## src/rtl/mem_responder.sv

```systemverilog
// Memory-side responder: boot-loadable ROM, data RAM, wait-state FSM, read/write handshakes.
// Optional MEM_PARITY_EN adds an even-parity bit per RAM word with par_err reporting.
module mem_responder #(
  parameter int DATA_W      = 8,
  parameter int ADDR_W      = 8,
  parameter int WAIT_STATES = 1
) (
  input  logic              clk,
  input  logic              rst,
  input  logic              rom_ena_i,
  input  logic              rom_read_i,
  input  logic              ram_ena_i,
  input  logic              ram_read_i,
  input  logic              ram_write_i,
  input  logic              ad_sel_i,
  input  logic [ADDR_W-1:0] pc_addr_i,
  input  logic [ADDR_W-1:0] op_addr_i,
  input  logic [DATA_W-1:0] wdata_i,
  input  logic              ld_en_i,
  input  logic [ADDR_W-1:0] ld_addr_i,
  input  logic [DATA_W-1:0] ld_data_i,
  input  logic              err_clr_i,
  output logic [DATA_W-1:0] rdata_o,
  output logic              rvalid_o,
  output logic              wack_o,
  output logic              busy_o,
  output logic              err_o,
  output logic              par_err_o
);

  localparam int DEPTH = 1 << ADDR_W;
`ifdef MEM_PARITY_EN
  localparam int RAM_W = DATA_W + 1;
`else
  localparam int RAM_W = DATA_W;
`endif
  localparam logic [3:0] CNT_INIT = (WAIT_STATES > 0) ? 4'(WAIT_STATES - 1) : 4'd0;

  typedef enum logic [1:0] {IDLE, WAIT, RESP} state_t;
  typedef enum logic [1:0] {K_NONE, K_WR, K_RD, K_RO} kind_t;

  logic [DATA_W-1:0] rom_q [DEPTH];
  logic [RAM_W-1:0]  ram_q [DEPTH];

  state_t            state_q;
  logic [3:0]        cnt_q;
  kind_t             kind_q, last_kind_q;
  logic [ADDR_W-1:0] addr_q, last_addr_q;
  logic [DATA_W-1:0] wdata_q;
  logic              last_vld_q;
  logic              wr_prev_q, rd_prev_q, ro_prev_q;
  logic [DATA_W-1:0] rdata_q;
  logic              rvalid_q, wack_q, busy_q, err_q, par_err_q;

  logic              wr_lvl, rd_lvl, ro_lvl;
  logic [ADDR_W-1:0] req_addr;
  kind_t             req_kind;
  logic              req_fire, proto_err, par_bad, err_set, resp_wr;
  logic [DATA_W-1:0] rom_rd;
  logic [RAM_W-1:0]  ram_rd, ram_wr_word;

  assign wr_lvl   = ram_ena_i & ram_write_i;
  assign rd_lvl   = ram_ena_i & ram_read_i;
  assign ro_lvl   = rom_ena_i & rom_read_i;
  assign req_addr = ad_sel_i ? op_addr_i : pc_addr_i;

  // Reads re-trigger on a new address or kind even while the strobe stays high.
  always_comb begin
    req_kind = K_NONE;
    req_fire = 1'b0;
    if (wr_lvl) begin
      req_kind = K_WR;
      req_fire = !wr_prev_q;
    end else if (rd_lvl) begin
      req_kind = K_RD;
      req_fire = !rd_prev_q || !last_vld_q || (req_addr != last_addr_q) || (last_kind_q != K_RD);
    end else if (ro_lvl) begin
      req_kind = K_RO;
      req_fire = !ro_prev_q || !last_vld_q || (req_addr != last_addr_q) || (last_kind_q != K_RO);
    end
  end

  assign proto_err = (wr_lvl & rd_lvl) | (wr_lvl & ro_lvl) | (rd_lvl & ro_lvl)
                   | (rom_ena_i & ram_ena_i) | (ram_read_i & ram_write_i);

  // A boot-load landing on the in-flight ROM address must win over the stale array word.
  assign rom_rd = (ld_en_i && ld_addr_i == addr_q) ? ld_data_i : rom_q[addr_q];
  assign ram_rd = ram_q[addr_q];

`ifdef MEM_PARITY_EN
  assign ram_wr_word = {^wdata_q, wdata_q};
  assign par_bad     = ram_rd[DATA_W] != ^ram_rd[DATA_W-1:0];
`else
  assign ram_wr_word = wdata_q;
  assign par_bad     = 1'b0;
`endif

  assign resp_wr = (state_q == RESP) && (kind_q == K_WR);
  assign err_set = ((state_q == IDLE) && req_fire && proto_err)
                 | ((state_q == RESP) && (kind_q == K_RD) && par_bad);

  // Arrays are never reset; a reset in RESP still blocks the RAM commit.
  always_ff @(posedge clk) begin
    if (ld_en_i) rom_q[ld_addr_i] <= ld_data_i;
    if (!rst && resp_wr) ram_q[addr_q] <= ram_wr_word;
  end

  always_ff @(posedge clk) begin
    if (rst) begin
      state_q     <= IDLE;
      cnt_q       <= '0;
      kind_q      <= K_NONE;
      last_kind_q <= K_NONE;
      addr_q      <= '0;
      last_addr_q <= '0;
      wdata_q     <= '0;
      last_vld_q  <= 1'b0;
      wr_prev_q   <= 1'b0;
      rd_prev_q   <= 1'b0;
      ro_prev_q   <= 1'b0;
      rdata_q     <= '0;
      rvalid_q    <= 1'b0;
      wack_q      <= 1'b0;
      busy_q      <= 1'b0;
      err_q       <= 1'b0;
      par_err_q   <= 1'b0;
    end else begin
      rvalid_q  <= 1'b0;
      wack_q    <= 1'b0;
      par_err_q <= 1'b0;
      wr_prev_q <= wr_lvl;
      rd_prev_q <= rd_lvl;
      ro_prev_q <= ro_lvl;
      err_q     <= err_set | (err_q & ~err_clr_i);
      case (state_q)
        IDLE: if (req_fire) begin
          addr_q      <= req_addr;
          kind_q      <= req_kind;
          wdata_q     <= wdata_i;
          last_addr_q <= req_addr;
          last_kind_q <= req_kind;
          last_vld_q  <= 1'b1;
          busy_q      <= 1'b1;
          cnt_q       <= CNT_INIT;
          state_q     <= (WAIT_STATES > 0) ? WAIT : RESP;
        end
        WAIT: begin
          if (cnt_q == 4'd0) state_q <= RESP;
          else               cnt_q   <= cnt_q - 4'd1;
        end
        RESP: begin
          state_q <= IDLE;
          busy_q  <= 1'b0;
          if (kind_q == K_WR) begin
            wack_q <= 1'b1;
          end else begin
            rdata_q   <= (kind_q == K_RO) ? rom_rd : ram_rd[DATA_W-1:0];
            rvalid_q  <= 1'b1;
            par_err_q <= (kind_q == K_RD) && par_bad;
          end
        end
        default: state_q <= IDLE;
      endcase
    end
  end

  assign rdata_o   = rdata_q;
  assign rvalid_o  = rvalid_q;
  assign wack_o    = wack_q;
  assign busy_o    = busy_q;
  assign err_o     = err_q;
  assign par_err_o = par_err_q;

endmodule
```

## config.mk

```make
export PLATFORM = sky130hd
export DESIGN_NAME = mem_responder
export DESIGN_NICKNAME = d
export VERILOG_FILES = /design/src/rtl/mem_responder.sv
export SDC_FILE = /design/constraint.sdc
export NUM_CORES = 2
export LEC_CHECK = 0
export CAP_MARGIN = 20
export CORE_MARGIN = 2
export CORE_UTILIZATION = 50
export DETAILED_ROUTE_END_ITERATION = 16
export PLACE_DENSITY = 0.65
export SLEW_MARGIN = 30
export SYNTH_ARGS = -nofsm -noshare
export SYNTH_HDL_FRONTEND = slang
export SYNTH_SLANG_ARGS = --single-unit
```

## constraint.sdc

```tcl
create_clock -name clk -period 5.02 [get_ports clk]
set_clock_uncertainty 0.15 [all_clocks]
set_input_delay 1.004 -clock clk [delete_from_list [all_inputs] [get_ports clk]]
set_output_delay 1.004 -clock clk [all_outputs]
set_load 0.005 [all_outputs]
```

==> flow_metrics.tcl <==
set metrics [dict create \
    hpwl_um 276000 \
    crit_buf_inv 1 \
    cp_top_family "compound AO/OA/AOI/OAI gates" \
    core-area_um2 322000 \
    cts_sinks 4144 \
    clk_path_buf_depth 4 \
    synth_seq_cells 4144 \
    final_area_um2 184000 \
    ys_seq_area_share_pct 76.6 \
    cts_buffers 404 \
    start_util_pct 50.3 \
    max-vdd-ir-drop_v 0.000342 \
    firstDrtPassIters 6 \
    setup_viol 0 \
    nNetsFinal 8435 \
    clock_latency_ns 0.93 \
    end_kind "flop" \
    avgSynthCellArea_um2 20.9 \
    fin_cells 13019 \
    globalRouteOverflowTotal 0 \
    grt_pass1_wl_um 617000 \
    ios 63 \
    gp_congestion 0.892 \
    yosysUniqueCellTypes 88 \
    ys.flop_type "edfxtp_1" \
    slowest_stage "a2111oi_2" \
    clk_pin_slew_worst_paths_ns 0.07 \
    fin_crit_ns 4.78 \
    tightest_slew_ns 1.08 \
    pre_cts_ws_ns 0.255 \
    cp.arrival_ns 5.46 \
    final_hold_viol_count 0 \
    synth-async-reset-ratio_pct 0 \
    dieArea_um2 328000 \
    post_drt_via_cell_ratio 6.39 \
    post_drt_wl_per_cell_um 33.6 \
    port-buffer-count 61 \
    post_cts_resized 0 \
    required_ns 5.70 \
    num_rows 208 \
    cts_setup_buffers 0 \
    finalMaxSlewViolations 0 \
    wl_um 438000 \
    grt_util_all_layers_pct 26.2 \
    cts_hold_buf 0 \
    rsz0062_at_grt "no" \
    grt_max_degree 200 \
    power_density_nw_per_um2 419 \
    synthesis.area_um2 162000 \
    drtIter0Drc 11510 \
    first_global_vias 82842 \
    die_h_um 573 \
    antenna_left 0 \
    vias 83171 \
    fin_ws_ns 0.241 \
    max_freq_mhz 209 \
    die_x_um 573 \
    final_util_pct 57.1 \
    antenna_found_initial 17 \
    htree_levels 5 \
    fin_setup_tns_ns 0 \
    finalCritPeriodShare_pct 95.2 \
    synth_fp_nets 7784 \
    cellLeakagePower_nw 57.0 \
    yosysWarnings 0 \
    status "finished clean" \
    critPathMaxFanout 23 \
    cts_root_buf "clkbuf_16" \
    min_path_type "reg -> reg" \
    path_class "reg -> reg" \
    drive_above_1_share_pct 25.5 \
    synth_edf_count 4096 \
    dpl_cell_area_um2 170000 \
    max_stage_delay_ns 1.08 \
    relSlewSlack_pct 27.8 \
    worstPathCellList "nor2b_4 > buf_4 > nand2_1 > nand3_1 > o211ai_1 > a2111oi_2 > a41oi_1 > a311oi_1" \
    cap_violations 0 \
    drc_errors 0 \
    syn_to_final_growth_pct 13.5 \
    worst_setup_path_start_kind "flop" \
    syn_inst 7733 \
    dpl.cell_count 12282 \
    cts_tree "built" \
]
flip-flops by register name (all words and copies together), names as in the netlist, named ones only:
| name | count |
|---|---|
| busy_o | 1 |
| ram_q | 2048 |
| last_vld_q | 1 |
| last_kind_q | 2 |
| last_addr_q | 8 |
| rom_q | 2048 |
| wr_prev_q | 1 |
| state_q | 2 |
| ro_prev_q | 1 |
| cnt_q | 4 |
| rvalid_o | 1 |
| rdata_o | 8 |
| rd_prev_q | 1 |
| ram_wr_word | 8 |
| err_o | 1 |
| wack_o | 1 |
synthesized netlist by cell type (all sizes together) (4+ instances only):
cell type | count | area, µm²
inv | 8 | 30.0
xnor2 | 17 | 149
nor2 | 582 | 2190
or2 | 8 | 50.1
o221ai | 75 | 676
clkbuf | 166 | 647
and3 | 14 | 87.6
and2 | 6 | 37.5
o211ai | 9 | 67.6
or3 | 8 | 50.1
and4 | 4 | 35.0
nand2b | 10 | 65.1
dfxtp | 48 | 961
a31oi | 13 | 81.3
o22a | 6 | 52.6
a211oi | 55 | 413
a211o | 6 | 52.6
edfxtp | 4096 | 123000
or3b | 6 | 52.6
a41oi | 7 | 68.8
a22oi | 83 | 623
o21a | 10 | 75.1
nand4 | 30 | 188
o21ai | 73 | 365
nor3 | 42 | 210
a32oi | 6 | 52.6
mux2 | 17 | 191
nand3 | 78 | 390
or4 | 5 | 37.5
a21oi | 83 | 419
nand2 | 200 | 751
nand3b | 8 | 60.1
a311oi | 6 | 52.6
mux2i | 412 | 4120
o22ai | 130 | 820
a221o | 4 | 40.0
nor4 | 29 | 181
buf | 317 | 2920
o21bai | 5 | 37.5
a22o | 31 | 272
nor2b | 21 | 131
a2111oi | 37 | 347
mux4 | 900 | 20300
a221oi | 24 | 216
cell type report:
cell class              instances  area [µm²]
clock buffers                 479       10600
diodes                          7        17.5
multi-input cells            3098       34500
flip-flops and latches       4144      124000
fillers                     23506      138000
repair buffers                728        6480
well taps                    4305        5390
clock inverters               250        2660
inverters                       8        37.5
placed cells by master, fill, tap and decap left out, types with 72 or more instances in the layout:
master / count
a21oi_1: 82
edfxtp_1: 4096
nand2_1: 191
mux4_2: 893
o221ai_1: 72
nor2_1: 571
clkbuf_16: 414
clkinv_1: 96
nand3_1: 77
mux2i_1: 412
clkinv_2: 72
o22ai_1: 129
buf_4: 601
a22oi_1: 83
power breakdown:
| group | total [mW] | internal (mW) | leakage [nW] | switching [mW] |
|---|---|---|---|---|
| sequential | 38.5 | 38.3 | 37.4 | 0.254 |
| clock | 30.6 | 18.0 | 6.48 | 12.7 |
| combinational | 7.80 | 2.88 | 13.1 | 4.92 |
| total | 77.0 | 59.1 | 57.0 | 17.9 |
final timing paths:
| path | slack (ns) | depth (start not counted) | to | startpoint |
|---|---|---|---|---|
| max reg2reg | 0.24 | 8 | rdata_o[1]$_SDFFE_PP0P_ | flop |
| max | 0.24 | 8 | rdata_o[1]$_SDFFE_PP0P_ | flop |
| min reg2reg | 0.31 | 2 | last_vld_q$_SDFFE_PP0N_ | last_vld_q$_SDFFE_PP0N_ |
| min | 0.31 | 2 | last_vld_q$_SDFFE_PP0N_ | last_vld_q$_SDFFE_PP0N_ |
routing by layer:
layer / share of wire, % / vias up / wire, µm / global-route usage, %
met5: 0.018 / - / 80 / 0
met4: 3.6 / 12 / 15800 / 8.73
met3: 9.4 / 724 / 41300 / 4.90
met2: 49 / 4734 / 213000 / 42.4
met1: 38 / 44129 / 168000 / 36.2
li1: - / 33572 / - / -
stage by stage:
| stage | power, mW | hold WS [ns] |
|---|---|---|
| final | 77.0 | 0.315 |
| after global routing | 78.8 | 0.309 |
| after CTS | 77.2 | 0.290 |
| after detailed placement | 47.0 | 0.304 |
| after global placement | 46.9 | 0.290 |
| after floorplan | 43.9 | 0.279 |
cells by family (layout without fill, tap and decap cells):
logic type               count (synthesis)  in the layout  synth area share (%)
AO/OA/AOI/OAI                          684            684                  3.04
XOR/XNOR                                18             18                0.0974
adder cells (fa/ha/maj)                  1              1               0.00773
buffers and inverters                  491           1465                  2.22
flip-flops                            4144           4144                  76.6
multiplexers                          1329           1329                  15.2
other                                    1              8               0.00232
AND/OR/NAND/NOR                       1065           1065                  2.87
worst reg2reg max path: cells and delay by family (launching register included):
kind,cells,cell delay (ns)
compound gates,4,2.09
simple gates,3,1.20
flops,1,0.71
buf+inv,1,0.55
Note: power is estimated with default switching activity, not from simulation.
